<file path="config.mk">
export PLATFORM = sky130hd
export DESIGN_NAME = counter_readout
export DESIGN_NICKNAME = d
export VERILOG_FILES = /design/src/rtl/counter_readout_pkg.sv /design/src/rtl/counter_rdy_sync.sv /design/src/rtl/counter_readout.sv
export SDC_FILE = /design/constraint.sdc
export NUM_CORES = 1
export LEC_CHECK = 0
export ABC_AREA = 1
export BUFFER_PORTS_ARGS = -buffer_cell sky130_fd_sc_hd__buf_2
export CORE_MARGIN = 2
export CORE_UTILIZATION = 54
export CTS_CLUSTER_SIZE = 16
export DETAILED_ROUTE_END_ITERATION = 10
export MAX_ROUTING_LAYER = met4
export PLACE_DENSITY = 0.95
export SLEW_MARGIN = 5
export SYNTH_ARGS = -nofsm -noshare
export SYNTH_HDL_FRONTEND = slang
export SYNTH_HIERARCHICAL = 1
export SYNTH_SLANG_ARGS = --single-unit
</file>
<file path="constraint.sdc">
create_clock -name globalClock -period 3.3 [get_ports globalClock]
set_clock_uncertainty 0.1 [all_clocks]
set_input_delay 0.33 -clock globalClock [delete_from_list [all_inputs] [get_ports globalClock]]
set_output_delay 0.33 -clock globalClock [all_outputs]
set_load 0.01 [all_outputs]
</file>
<file path="src/rtl/counter_readout_pkg.sv">
// counter_readout_pkg
// Shared types and constants for the timestamp counter readout block.
//   state_t          readout FSM states
//   RECORD_BYTES     bytes per serialized record (header + 12 payload bytes)
//   LAST_BYTE_IDX    byte index of the final record byte
//   HDR_BASE_DEFAULT default upper nibble of the header byte
//   CH1_ID / CH2_ID  channel id field placed in the header byte
package counter_readout_pkg;

  typedef enum logic [1:0] {
    ST_IDLE,
    ST_CAPTURE,
    ST_SEND,
    ST_ACK
  } state_t;

  localparam int         RECORD_BYTES     = 13;
  localparam logic [3:0] LAST_BYTE_IDX    = 4'(RECORD_BYTES - 1);
  localparam logic [3:0] HDR_BASE_DEFAULT = 4'hA;
  localparam logic [1:0] CH1_ID           = 2'b01;
  localparam logic [1:0] CH2_ID           = 2'b10;

  // Header byte: base nibble, two zero bits, then the one-hot channel id.
  function automatic logic [7:0] make_header(input logic [3:0] base, input logic [1:0] ch);
    return {base, 2'b00, ch};
  endfunction

endpackage

</file>
<file path="src/rtl/counter_rdy_sync.sv">
// counter_rdy_sync
// Multi-flop synchronizer for a single asynchronous level signal.
//   clk       destination clock
//   reset     synchronous active-high reset, clears the chain
//   async_in  level from another clock domain
//   sync_out  synchronized level, STAGES cycles behind async_in
// STAGES must be at least 2.
module counter_rdy_sync #(
  parameter int STAGES = 2
) (
  input  logic clk,
  input  logic reset,
  input  logic async_in,
  output logic sync_out
);

  logic [STAGES-1:0] chain;

  // Shift the asynchronous level through the flop chain; the first flop may
  // go metastable, the later ones give it time to settle.
  always_ff @(posedge clk) begin
    if (reset) begin
      chain <= '0;
    end else begin
      chain <= {chain[STAGES-2:0], async_in};
    end
  end

  assign sync_out = chain[STAGES-1];

endmodule

</file>
<file path="src/rtl/counter_readout.sv">
// counter_readout
// Consumer side of the dual-latch timestamp counter readout handshake.
// Watches both "data latched" flags, captures the latched 64-bit count and
// phase word of the chosen channel, streams it as a 13-byte record on a
// byte-wide valid/ready interface and then pulses that channel's latch reset.
//   globalClock                  clock, all logic on posedge
//   iReset                       synchronous active-high reset
//   iRdyCOUNTER / iRdyCOUNTER2   channel data-latched flags (asynchronous)
//   i1COUNTER/Hi/Phase           channel 1 latched low, high and phase words
//   i2COUNTER/Hi/Phase           channel 2 latched low, high and phase words
//   oResetLatch1 / oResetLatch2  one-cycle acknowledge per channel
//   oByte / oByteValid           stream data and valid (registered)
//   iByteReady                   stream ready from the USB FIFO
//   oBusy                        high whenever the FSM is not idle
//   oRecordCount                 completed record count, wraps at 16 bits
module counter_readout
  import counter_readout_pkg::*;
#(
  parameter logic [3:0] pHDR_BASE    = HDR_BASE_DEFAULT,
  parameter int         pSYNC_STAGES = 2
) (
  input  logic        globalClock,
  input  logic        iReset,
  input  logic        iRdyCOUNTER,
  input  logic        iRdyCOUNTER2,
  input  logic [31:0] i1COUNTER,
  input  logic [31:0] i1COUNTERHi,
  input  logic [31:0] i1COUNTERPhase,
  input  logic [31:0] i2COUNTER,
  input  logic [31:0] i2COUNTERHi,
  input  logic [31:0] i2COUNTERPhase,
  output logic        oResetLatch1,
  output logic        oResetLatch2,
  output logic [7:0]  oByte,
  output logic        oByteValid,
  input  logic        iByteReady,
  output logic        oBusy,
  output logic [15:0] oRecordCount
);

  state_t         state;
  state_t         next_state;
  logic           rdy1_sync;
  logic           rdy2_sync;
  logic           blk1;
  logic           blk2;
  logic           armed1;
  logic           armed2;
  logic           last_ch2;
  logic           sel_ch2;
  logic           pick_ch2;
  logic [103:0]   shift_reg;
  logic [3:0]     byte_idx;
  logic           byte_valid;
  logic [15:0]    record_count;

  counter_rdy_sync #(.STAGES(pSYNC_STAGES)) u_sync1 (
    .clk      (globalClock),
    .reset    (iReset),
    .async_in (iRdyCOUNTER),
    .sync_out (rdy1_sync)
  );

  counter_rdy_sync #(.STAGES(pSYNC_STAGES)) u_sync2 (
    .clk      (globalClock),
    .reset    (iReset),
    .async_in (iRdyCOUNTER2),
    .sync_out (rdy2_sync)
  );

  // A channel is only eligible once its previous acknowledge has been seen
  // to take effect (synced ready went low), otherwise we would re-read the
  // same latched value while the counter's reset is still in flight.
  assign armed1 = rdy1_sync & ~blk1;
  assign armed2 = rdy2_sync & ~blk2;

  // State register.
  always_ff @(posedge globalClock) begin
    if (iReset) begin
      state <= ST_IDLE;
    end else begin
      state <= next_state;
    end
  end

  // Next-state logic and round-robin pick. On a tie the channel that was
  // not served last wins; alone, an armed channel always wins.
  always_comb begin
    next_state = state;
    pick_ch2   = 1'b0;
    case (state)
      ST_IDLE: begin
        pick_ch2 = armed2 & (~armed1 | ~last_ch2);
        if (armed1 | armed2) begin
          next_state = ST_CAPTURE;
        end
      end
      ST_CAPTURE: begin
        next_state = ST_SEND;
      end
      ST_SEND: begin
        if (byte_valid && iByteReady && (byte_idx == LAST_BYTE_IDX)) begin
          next_state = ST_ACK;
        end
      end
      ST_ACK: begin
        next_state = ST_IDLE;
      end
      default: begin
        next_state = ST_IDLE;
      end
    endcase
  end

  // Datapath: arbitration pointer, record shift register, byte counter,
  // block bits and record counter. The header sits in the low byte of the
  // shift register so the stream is simply the register's bottom byte and
  // each accepted byte shifts the next one down.
  always_ff @(posedge globalClock) begin
    if (iReset) begin
      blk1         <= 1'b0;
      blk2         <= 1'b0;
      last_ch2     <= 1'b1;
      sel_ch2      <= 1'b0;
      shift_reg    <= '0;
      byte_idx     <= '0;
      byte_valid   <= 1'b0;
      record_count <= '0;
    end else begin
      if (!rdy1_sync) begin
        blk1 <= 1'b0;
      end
      if (!rdy2_sync) begin
        blk2 <= 1'b0;
      end

      case (state)
        ST_IDLE: begin
          if (armed1 | armed2) begin
            sel_ch2  <= pick_ch2;
            last_ch2 <= pick_ch2;
          end
        end
        ST_CAPTURE: begin
          if (sel_ch2) begin
            shift_reg <= {i2COUNTERPhase, i2COUNTERHi, i2COUNTER,
                          make_header(pHDR_BASE, CH2_ID)};
          end else begin
            shift_reg <= {i1COUNTERPhase, i1COUNTERHi, i1COUNTER,
                          make_header(pHDR_BASE, CH1_ID)};
          end
          byte_idx   <= '0;
          byte_valid <= 1'b1;
        end
        ST_SEND: begin
          if (byte_valid && iByteReady) begin
            shift_reg <= shift_reg >> 8;
            byte_idx  <= byte_idx + 4'd1;
            if (byte_idx == LAST_BYTE_IDX) begin
              byte_valid <= 1'b0;
            end
          end
        end
        ST_ACK: begin
          record_count <= record_count + 16'd1;
          if (sel_ch2) begin
            blk2 <= 1'b1;
          end else begin
            blk1 <= 1'b1;
          end
        end
        default: begin
        end
      endcase
    end
  end

  assign oByte        = shift_reg[7:0];
  assign oByteValid   = byte_valid;
  assign oResetLatch1 = (state == ST_ACK) & ~sel_ch2;
  assign oResetLatch2 = (state == ST_ACK) &  sel_ch2;
  assign oBusy        = (state != ST_IDLE);
  assign oRecordCount = record_count;

endmodule

</file>
Word level (Yosys, flattened, before mapping) --
Index checks and enable logic that the tools add are counted. Widths: inputs -> output; s select.
Storage, ports and cells: register bits 135, bits in latches 0, RAM bits 0, ROM bits 0, input port bits 197, output and inout bits 28, logic and storage cells 59, memories kept 0
Cells by class: add/sub/neg operators 2, multipliers 0, div/mod/pow operators 0, magnitude comparators 0, eq/ne operators 8, shift-type cells 0, multiplexer cells 17, bitwise gates (word level) 12, reduce and logical (&&, ||, !) cells 9
Operator list (count):
- $mux 104 | 2
- $pmux 104 s2 | 1
- $add 16x1->16 const B | 1
- $mux 1 | 8
- $ne 2x2->1 const B | 4
- $pmux 2 s4 | 1
- $pmux 4 s2 | 1
- $reduce_and 2->1 | 3
- $and 1x1->1 | 5
- $not 1->1 | 5
- $add 4x1->4 const B | 1
- $eq 2x2->1 const B | 2
- $eq 4x4->1 const B | 1
- $mux 2 | 2
- $mux 4 | 1
- $reduce_bool 2->1 | 2
- $reduce_and 3->1 | 1
- $eq 2x1->1 const B | 1
- $logic_and 1x1->1 | 2
- $logic_not 2->1 | 1
- $or 1x1->1 | 2
- $pmux 1 s2 | 1

Longest topological paths before layout --
depth after elaboration 5, mapped depth 10, depth with buffers taken out 9

Cells and area by module --
Netlist, hierarchy kept.
By module, submodules not included:
- counter_readout | instances 1, cells each 877, area each 6414.9 um^2, sequential area each 2622.5 um^2
- counter_rdy_sync | instances 2, cells each 6, area each 55.1 um^2, sequential area each 40.0 um^2

Worst setup path before layout --
OpenSTA, ideal clock, no wires.
path type register to register, start point reg state[0], end point reg shift_reg[81], setup time 137 ps, data arrival time 1425 ps, required time 3063 ps, path slack 1639 ps, stages on the path, launching flop included 9, buffers on the path 2, period minus slack after synthesis 1661 ps, cell sequence dfxtp_1 inv_1 ha_1 inv_1 nand2_1 nand2_2 buf_2 clkbuf_1 a31oi_1
On the way: cells in the longest elaborated chain, start to end 3, elaborated cells between the ends (all ways) 6, classes of those cells eq/ne: 3; mux: 1; reduce/logical: 2
Ends and longest elaborated chain:
- start, declared | line counter_readout.sv:41 | state_t state;
- start signal, assigned | line counter_readout.sv:82 | state <= next_state;
- $eq 2x2->1 or $eq 2x1->1 (tied branches) | line counter_readout.sv:137 | case (state)
- $ne 2x2->1 (no source line) or $reduce_bool 2->1 (tied branches)
- $reduce_and 2->1 (no source line)
- end signal, assigned | line counter_readout.sv:146 | shift_reg <= {i2COUNTERPhase, i2COUNTERHi, i2COUNTER,
- end signal, assigned | line counter_readout.sv:149 | shift_reg <= {i1COUNTERPhase, i1COUNTERHi, i1COUNTER,
- end signal, assigned | line counter_readout.sv:157 | shift_reg <= shift_reg >> 8;
- end, declared | line counter_readout.sv:52 | logic [103:0] shift_reg;
Parallel ways exist; a longest one is shown, timed or not. A chain may end at the register's enable or synchronous reset.

Final worst setup path --
start point reg state[0], end point reg shift_reg[17]
The elaborated chain is that of the path after synthesis.

==> flow_summary_export.csv <==
group,metric,value,unit
status,outcome,"complete, no violations",
synth,synth.largest_area_cell,"dfxtp_1",
synth,ys.flop_type,"dfxtp_1",
detailed_routing,dr.first_iter.drc_count,808,
setup_path,cp.required,3.47,ns
setup_path,cp-start-kind,"flip-flop",
global_routing,grt_max_degree,126,
pwr,peakVddDrop,445,uV
sta,rsz0062_at_grt,"no",
synth,synth_top_cells_by_count,"244 x nand2_1, 135 x dfxtp_1, 95 x a31oi_1",
global_routing,antenna_found_initial,1,
floorplanning,start_util,0.548,
global_routing,track_usage,0.310,
placement,place_congestion,0.923,
synth,synth.top_cell.area_share,0.414,
detailed_routing,wl_per_cell,15.9,um
placement,dp.cells,1195,
floorplanning,die_x,114,um
cts,clock_path_buffers,2,
detailed_routing,first_pass_iters,5,
flow_run,drv_cap,0,
floorplanning,rows,40,
cts,htreeDepth,4,
floorplanning,io_pins,225,
cts,cts.clk_slew.worst_paths,0.06,ns
synth,synth_area_per_cell,7.34,um^2
sta,setup_tns,0,ns
placement,detailed_place_hpwl,13200,um
sta,fin_crit,2.93,ns
setup_path,r2r-end,"shift_reg[17]",
worst_hold_path,min_path_cells,3,
cts,cts_buffers,17,
detailed_routing,drt_wl_total,19500,um
synth,synth-edff-count,0,
global_routing,grt_pass1_vias,6565,
cts,postCtsHoldBufs,2,
finish,drive_above_1_share,0.250,
synth,yosysSeqAreaShare,0.414,
synth,yosysWarningCount,6,
placement,pre_cts_slack,0.478,ns
sta,worst_slack,0.373,ns
cts,clock_latency,0.43,ns
setup_path,critPathArrivalTime,3.10,ns
detailed_routing,vias,6981,
cts,numClockSinks,135,
cts,post-cts-setup-buffers,0,
synth,netlist_instances,889,
finish,area_growth,26.0,%
finish,stdcell_count,1230,
cts,cts_tree,"yes",
synth,syn_nets,1094,
synth,yosysMostFrequentCell,"nand2_1",
sta,setup_viol,0,
detailed_routing,viasPerCell,5.68,
floorplanning,die-area,13000,um^2
finish,fin_nets,1274,
setup_path,reg2reg_depth,7,
synth,ys_types,29,
sta,finalHoldViolations,0,
sta,worstMarginPinSlew,0.937,ns
sta,fmax,0.342,GHz
finish,largest_reg_flops,104,
detailed_routing,antenna_left,0,
setup_path,cp-end-kind,"flip-flop",
global_routing,overflow,0,
pwr,total_power,6190,uW
setup_path,crit_fanout,97,
synth,synthArstFlopShare,0,
worst_hold_path,hp-class,"in -> reg",
sta,period_share,0.887,
cts,cts_resized,0,
floorplanning,die_h,114,um
detailed_routing,drc,0,
worst_hold_path,min-delay-start,"i2COUNTERPhase[0]",
floorplanning,core_area,11900,um^2
setup_path,r2r_start,"state[0]",
sta,drv_slew,0,
sta,relSlewSlack,0.374,
synth,synth_area_leaders,"dfxtp_1 41%, nand2_1 14%, a21boi_0 9.9%, a31oi_1 9.1%, o21ai_0 6.0%",
setup_path,path_class,"reg -> reg",
finish,final_util,0.690,
pwr,power.leakage,0.00345,uW
pwr,p_per_area,752,nW/um^2
synth,ys_ff_latch,135,
setup_path,r2r_slack,0.37,ns
synth,syn_area,6530,um^2
global_routing,grt_pass1_wl,30900,um
cts,root_buffer,"clkbuf_16",
worst_hold_path,holdPathEnd,"shift_reg[72]",
placement,port_buffers,224,
[final cells by class]
cell class	count	area, um^2
clock inverters	9	173
repair buffers	237	1240
diodes	1	2.50
multi-input cells	645	3340
clock buffers	23	458
inverters	33	124
fillers	967	3690
well taps	147	184
flip-flops and latches	135	2700
[worst max-delay path: stages, from the launching register on]
cell	delay (ns)
dfxtp_1	0.32
inv_1	0.17
ha_4	0.47
buf_4	0.62
nor2_4	0.02
buf_4	0.39
a21boi_0	0.43
a31oi_1	0.14
[logic make-up after synthesis]
group	count (synthesis)	synth area share
xor+xnor	2	0.00269
compound gates	315	0.295
simple gates	320	0.194
flops	135	0.414
buf+inv	109	0.0786
fa+ha+maj	8	0.0153
[worst max-delay path by stage]
stage	from	end
after global placement	state[0]	shift_reg[17]
after detailed placement	state[0]	shift_reg[17]
after floorplan	state[0]	shift_reg[81]
after global routing	state[0]	shift_reg[17]
after CTS	state[0]	shift_reg[17]
final	state[0]	shift_reg[17]
[routing by layer]
| layer | GRT usage | part of all wire |
|---|---|---|
| met3 | 0.0611 | 0.087 |
| met2 | 0.483 | 0.47 |
| met4 | 0.159 | 0.025 |
| met5 | - | 0 |
| met1 | 0.382 | 0.42 |
[cell usage in the layout (no fill, tap or decap), drive strengths merged, types with 3 or more instances in the layout]
cell	netlist	layout
a21boi	86	86
a21oi	25	25
a31oi	95	95
buf	53	235
bufinv	0	5
clkbuf	23	23
clkinv	0	3
dfxtp	135	135
ha	8	8
inv	33	33
nand2	245	245
nand3	19	19
nand4	5	5
nor2	44	44
nor3	5	5
o21ai	103	103
[report_power, final]
group	total (uW)	internal [uW]	switching [uW]
clock	2060	1360	704
combinational	1680	600	1080
sequential	2450	2150	300
total	6190	4100	2080
[per-stage QoR]
| step | instance area (um^2) | hold slack [ns] |
|---|---|---|
| 2_1_floorplan | 6530 | 0.288 |
| 3_3_place_gp | 7570 | 0.293 |
| 3_5_place_dp | 7570 | 0.295 |
| 4_1_cts | 8220 | 0.0537 |
| 5_1_grt | 8220 | 0.0696 |
| 6_report | 8220 | 0.0669 |
No activity file was read; power rests on OpenSTA's default activity.
